### config.mk
export PLATFORM = sky130hd
export DESIGN_NAME = nn_inference_sequencer
export DESIGN_NICKNAME = d
export VERILOG_FILES = /design/src/rtl/nn_inference_sequencer.sv
export SDC_FILE = /design/constraint.sdc
export NUM_CORES = 1
export LEC_CHECK = 0
export CAP_MARGIN = 20
export CORE_UTILIZATION = 40
export CTS_CLUSTER_SIZE = 20
export DETAILED_ROUTE_END_ITERATION = 6
export GPL_TIMING_DRIVEN = 0
export HOLD_SLACK_MARGIN = 0.02
export PLACE_DENSITY = 0.7
export REMOVE_ABC_BUFFERS = 1
export SYNTH_ARGS = -nofsm -noshare
export SYNTH_HDL_FRONTEND = slang
export SYNTH_SLANG_ARGS = --single-unit
### constraint.sdc
create_clock -name clk_i -period 5 [get_ports clk_i]
set_clock_uncertainty 0.1 [all_clocks]
set_input_delay 1.5 -clock clk_i [delete_from_list [all_inputs] [get_ports clk_i]]
set_output_delay 1.5 -clock clk_i [all_outputs]
set_load 0.02 [all_outputs]
### src/rtl/nn_inference_sequencer.sv
// nn_inference_sequencer: walks one inference pass through a chain of layer
// stages (dense layers, then select_max), one stage enabled at a time, pulses
// each stage's clear after its done, captures the final digit/max and offers
// the result to the host over a valid/ready handshake.
// Optional per-stage watchdog: define NN_SEQ_TIMEOUT_EN.
module nn_inference_sequencer #(
    parameter int unsigned NUM_LAYERS     = 3,
    parameter int unsigned DATA_W         = 16,
    parameter int unsigned DIGIT_W        = 8,
    parameter int unsigned TIMEOUT_CYCLES = 4096,
    localparam int unsigned StageW        = (NUM_LAYERS > 1) ? $clog2(NUM_LAYERS) : 1
) (
    input  logic                  clk_i,
    input  logic                  rst_ni,
    input  logic                  start_i,
    input  logic                  abort_i,
    output logic [NUM_LAYERS-1:0] layer_en_o,
    output logic [NUM_LAYERS-1:0] layer_clr_o,
    input  logic [NUM_LAYERS-1:0] layer_done_i,
    input  logic [DIGIT_W-1:0]    final_digit_i,
    input  logic [DATA_W-1:0]     final_max_i,
    output logic [DIGIT_W-1:0]    result_digit_o,
    output logic [DATA_W-1:0]     result_max_o,
    output logic [31:0]           result_cycles_o,
    output logic                  result_valid_o,
    input  logic                  result_ready_i,
    output logic                  busy_o,
    output logic [StageW-1:0]     stage_idx_o,
    output logic                  error_o
);

    localparam logic [1:0] StIdle   = 2'd0;
    localparam logic [1:0] StRun    = 2'd1;
    localparam logic [1:0] StClear  = 2'd2;
    localparam logic [1:0] StResult = 2'd3;

    localparam logic [NUM_LAYERS-1:0] OneLsb   = NUM_LAYERS'(1);
    localparam logic [StageW-1:0]     LastIdx  = StageW'(NUM_LAYERS - 1);

    logic [1:0]            state_q, state_d;
    logic [StageW-1:0]     stage_q, stage_d;
    logic [NUM_LAYERS-1:0] en_q, en_d;
    logic [NUM_LAYERS-1:0] clr_q, clr_d;
    logic                  valid_q, valid_d;
    logic                  busy_q, busy_d;
    logic [DIGIT_W-1:0]    digit_q, digit_d;
    logic [DATA_W-1:0]     max_q, max_d;
    logic [31:0]           cycles_q, cycles_d;
    logic [31:0]           res_cycles_q, res_cycles_d;
    logic [31:0]           cycles_inc;
    logic                  last_stage;
    logic                  cur_done;
`ifdef NN_SEQ_TIMEOUT_EN
    logic                  err_q, err_d;
    logic [31:0]           wdog_q, wdog_d;
`endif

    assign last_stage = (stage_q == LastIdx);
    assign cur_done   = layer_done_i[stage_q];
    // Pass-length counter saturates rather than wrapping.
    assign cycles_inc = (cycles_q == 32'hFFFF_FFFF) ? cycles_q : cycles_q + 32'd1;

    // Next-state and registered-output decode.
    always_comb begin
        state_d      = state_q;
        stage_d      = stage_q;
        en_d         = en_q;
        clr_d        = '0;
        valid_d      = valid_q;
        digit_d      = digit_q;
        max_d        = max_q;
        cycles_d     = cycles_q;
        res_cycles_d = res_cycles_q;
`ifdef NN_SEQ_TIMEOUT_EN
        err_d        = err_q;
        wdog_d       = wdog_q;
`endif
        case (state_q)
            StIdle: begin
                if (start_i) begin
                    state_d  = StRun;
                    stage_d  = '0;
                    en_d     = OneLsb;
                    cycles_d = '0;
`ifdef NN_SEQ_TIMEOUT_EN
                    err_d    = 1'b0;
                    wdog_d   = '0;
`endif
                end
            end
            StRun: begin
                cycles_d = cycles_inc;
                if (cur_done) begin
                    state_d = StClear;
                    en_d    = '0;
                    clr_d   = OneLsb << stage_q;
                    if (last_stage) begin
                        digit_d = final_digit_i;
                        max_d   = final_max_i;
                    end
                end
`ifdef NN_SEQ_TIMEOUT_EN
                else if (wdog_q == TIMEOUT_CYCLES - 1) begin
                    err_d   = 1'b1;
                    state_d = StIdle;
                    stage_d = '0;
                    en_d    = '0;
                    clr_d   = '1;
                end else begin
                    wdog_d = wdog_q + 32'd1;
                end
`endif
            end
            StClear: begin
                cycles_d = cycles_inc;
                if (last_stage) begin
                    state_d      = StResult;
                    valid_d      = 1'b1;
                    res_cycles_d = cycles_inc;
                end else begin
                    state_d = StRun;
                    stage_d = stage_q + StageW'(1);
                    en_d    = OneLsb << (stage_q + StageW'(1));
`ifdef NN_SEQ_TIMEOUT_EN
                    wdog_d  = '0;
`endif
                end
            end
            default: begin
                if (result_ready_i) begin
                    state_d = StIdle;
                    stage_d = '0;
                    valid_d = 1'b0;
                end
            end
        endcase
        // Abort overrides everything decided above; captured results survive.
        if (abort_i && (state_q != StIdle)) begin
            state_d      = StIdle;
            stage_d      = '0;
            en_d         = '0;
            clr_d        = '1;
            valid_d      = 1'b0;
            digit_d      = digit_q;
            max_d        = max_q;
            res_cycles_d = res_cycles_q;
`ifdef NN_SEQ_TIMEOUT_EN
            err_d        = err_q;
`endif
        end
        busy_d = (state_d != StIdle);
    end

    // State and output registers.
    always_ff @(posedge clk_i or negedge rst_ni) begin
        if (!rst_ni) begin
            state_q      <= StIdle;
            stage_q      <= '0;
            en_q         <= '0;
            clr_q        <= '0;
            valid_q      <= 1'b0;
            busy_q       <= 1'b0;
            digit_q      <= '0;
            max_q        <= '0;
            cycles_q     <= '0;
            res_cycles_q <= '0;
`ifdef NN_SEQ_TIMEOUT_EN
            err_q        <= 1'b0;
            wdog_q       <= '0;
`endif
        end else begin
            state_q      <= state_d;
            stage_q      <= stage_d;
            en_q         <= en_d;
            clr_q        <= clr_d;
            valid_q      <= valid_d;
            busy_q       <= busy_d;
            digit_q      <= digit_d;
            max_q        <= max_d;
            cycles_q     <= cycles_d;
            res_cycles_q <= res_cycles_d;
`ifdef NN_SEQ_TIMEOUT_EN
            err_q        <= err_d;
            wdog_q       <= wdog_d;
`endif
        end
    end

    assign layer_en_o      = en_q;
    assign layer_clr_o     = clr_q;
    assign result_digit_o  = digit_q;
    assign result_max_o    = max_q;
    assign result_cycles_o = res_cycles_q;
    assign result_valid_o  = valid_q;
    assign busy_o          = busy_q;
    assign stage_idx_o     = stage_q;
`ifdef NN_SEQ_TIMEOUT_EN
    assign error_o         = err_q;
`else
    assign error_o         = 1'b0;
`endif

endmodule

==> results_dict.tcl, run 1 <==
set metrics [dict create \
    pre_cts_ws_ns 0.9522 \
    cts.sinks 100 \
    path_clk_slew_ns 0.07 \
    fin_ws_ns 1.538 \
    cts_hold_buf 0 \
    post-cts-setup-buffer-count 0 \
    max_stage_delay_ns 0.51 \
    fillers 1104 \
    yosys.area.top_type_share 0.4701 \
    nets 664 \
    yosysTopAreaCell "dfrtp_1" \
    grt_busiest_layer "met2" \
    start_util 0.4167 \
    drive_above_1_share 0.1051 \
    hpwl_um 8664 \
    clock_path_buffers 2 \
    p_total_mw 3.009 \
    report.final.slew_viol_count 0 \
    gr-usage-met3 0.05156 \
    antennaDiodeCount 0 \
    critPathLaunchType "input port" \
    clock-root-buffer "clkbuf_16" \
    firstDrtPassIters 5 \
    wire_per_inst_um 16.10 \
    synth_warnings 0 \
    path_class "in -> reg" \
    synthArstFlopShare 1.000 \
    drt_wl_total_um 12880 \
    ios 99 \
    grt_max_degree 65 \
    setup_violations 0 \
    crit_required_ns 5.19 \
    viasPerCell 5.679 \
    period_share 0.6924 \
    end_kind "flop" \
    synth.avg_cell_area_sq_um 9.766 \
    synth_edf_count 0 \
    cts_tree "done" \
    fin_crit_ns 3.462 \
    crit_arrival_ns 3.65 \
    rows 41 \
    drc_errors 0 \
    use_met2 0.3214 \
    status "finished clean" \
    cts_resized 0 \
    cts_buffers 9 \
    syn-instance-count 545 \
    ys.flop_type "dfrtp_1" \
    tightest_slew_ns 0.7645 \
    ys_types 63 \
    drtAntennaViolNets 0 \
    max_slew_margin 0.4861 \
    h-tree-depth 3 \
    numPortBuffers 97 \
    power.density_mw_per_mm2 443.1 \
    syn_area_sq_mm 0.005323 \
    peakVddDrop_mv 0.2847 \
    grt_antenna_before_repair 0 \
    max_cap_viol_count 0 \
    dieArea_sq_mm 0.01377 \
    core-area_sq_mm 0.01277 \
    gp_congestion 0.8535 \
    synth_seq_area_share 0.4701 \
    grtUsageMet1 0.2593 \
    critical_path.top_delay_family "simple AND/OR/NAND/NOR gates" \
    path_buf_inv 2 \
    cp_max_fo 28 \
    synth-seq-cells 100 \
    rrSetupSlack_ns 2.14 \
    worstPathCellList "clkdlybuf4s50_1 -> nand2b_1 -> nand3_1 -> buf_16 -> or4_1 -> nand3_1" \
    fmax_mhz 288.8 \
    hold_violations 0 \
    grt_pass1_vias 4450 \
    grt.total_usage 0.1969 \
    die_height_um 117.4 \
    final_common_cell "dfrtp_1" \
    grt_pass1_wl_um 22180 \
    leakagePower_nw 2.834 \
    drt_iter0_drc 206 \
    cp_common_cell "nand3_1" \
    rsz0062_at_grt "false" \
    area_delta_synth_final_pct 27.60 \
    synth.area.top_cells "dfrtp_1 47%, mux2_2 5.3%, a31oi_1 4.0%, nand2_1 3.5%, o21ai_0 3.5%" \
    cp_slowest_cell "or4_1" \
    min_path_type "reg -> reg" \
    vias 4543 \
    insertion_delay_ns 0.35 \
    mostFrequentLayoutCells "100 x dfrtp_1, 96 x clkdlybuf4s50_1, 50 x nand2_1" \
    die_w_um 117.4 \
    overflow 0 \
]
logic make-up after synthesis:
kind of cell | after synthesis | synth area share
simple gates | 205 | 0.2132
other cells | 1 | 0.0007045
buf+inv | 54 | 0.04748
fa+ha+maj | 9 | 0.02116
xor+xnor | 7 | 0.01152
flops | 100 | 0.4701
mux | 28 | 0.05853
compound gates | 141 | 0.1773
synth_stat cells, drive strengths merged (2+ instances only):
cell type / instances
nor3b: 3
ha: 9
or4: 16
o31a: 3
nand2: 51
o211ai: 8
mux2i: 3
a2111oi: 2
o21ai: 37
a31o: 2
nand4: 11
clkbuf: 23
o31ai: 12
mux2: 25
buf: 17
or3: 10
a32oi: 3
nor2b: 2
nand2b: 5
inv: 14
nand3: 31
a21oi: 11
o311ai: 7
a31oi: 34
dfrtp: 100
nor4: 5
and3: 15
and4: 5
o41ai: 3
a21o: 3
xnor2: 7
nor2: 35
and2: 5
a221o: 2
nor3: 9
a211oi: 2
path summary, 6_finish.rpt:
| kind | start | cells after the start | end |
|---|---|---|---|
| min in group asynchronous | rst_ni | 1 | result_digit_o[5] |
| worst max-delay path | abort_i | 6 | result_cycles_o[3] |
| worst min register to register | result_cycles_o[10] | 2 | result_cycles_o[10] |
| worst min-delay path | result_cycles_o[10] | 2 | result_cycles_o[10] |
| worst max register to register | state_q[1] | 7 | result_cycles_o[3] |
| max in group asynchronous | rst_ni | 2 | cycles_q[24] |
sequential cells by signal (all words and copies together), names as in the netlist, 2 cells and up:
signal / cells
cycles_q: 32
state_q: 2
stage_idx_o: 2
result_cycles_o: 32
layer_clr_o: 3
layer_en_o: 3
result_digit_o: 8
result_max_o: 16
power breakdown:
group / switching, mW / total (mW) / internal (mW) / leakage (nW)
Sequential: 0.109 / 1.07 / 0.956 / 1.38
Clock: 0.307 / 0.723 / 0.416 / 0.148
Combinational: 0.701 / 1.22 / 0.520 / 1.30
cell type report:
type | instances | area (sq um) | area share
Multi-Input combinational cell | 391 | 2571 | 0.3786
Sequential cell | 100 | 2502 | 0.3685
Timing Repair Buffer | 107 | 1139 | 0.1676
Clock buffer | 11 | 252.7 | 0.03721
Tap cell | 172 | 215.2 | 0.03169
Clock inverter | 5 | 58.81 | 0.008659
Inverter | 14 | 52.55 | 0.007738
stage by stage:
stage	cells	util	hold WS [ns]	area, sq um	setup TNS [ns]
floorplan	505	-	0.3787	5122	0
global placement	774	0.4939	0.3673	6309	-146.81
detailed placement	780	0.5024	0.3713	6417	0
CTS	796	0.5268	0.3873	6729	0
global route	800	0.5317	0.4178	6792	0
finish	800	0.5317	0.3803	6792	0
layer usage:
metal	vias up	routed length, um
met5	-	0
met1	2206	5898
li1	2194	-
met2	132	6134
met3	11	721
met4	0	123
worst register-to-register path, delay by kind of cell, from the launching register on:
kind                     cells  cell delay, ns
adder cells (fa/ha/maj)      1            0.41
flip-flops                   1            0.40
AND/OR/NAND/NOR              4            1.45
buffers and inverters        2            0.44
(Power assumes the default switching activity.)
==> run 2, diff against run 1 <==
==> constraint.sdc (replaced) <==
create_clock -name clk_i -period 3.35 [get_ports clk_i]
set_clock_uncertainty 0.1 [all_clocks]
set_input_delay 1.005 -clock clk_i [delete_from_list [all_inputs] [get_ports clk_i]]
set_output_delay 1.005 -clock clk_i [all_outputs]
set_load 0.02 [all_outputs]
==> results of run 2 <==
The final DEF is identical to that of run 1. Status: finished clean.
Among the figures that moved: setup slack after placement 0.9522 ns -> -0.2028 ns; setup slack after layout 1.538 ns -> 0.3829 ns; register-to-register setup slack 2.14 ns -> 0.49 ns; total power 3.009 mW -> 4.491 mW; worst IR drop on VDD 0.2847 mV -> 0.4249 mV
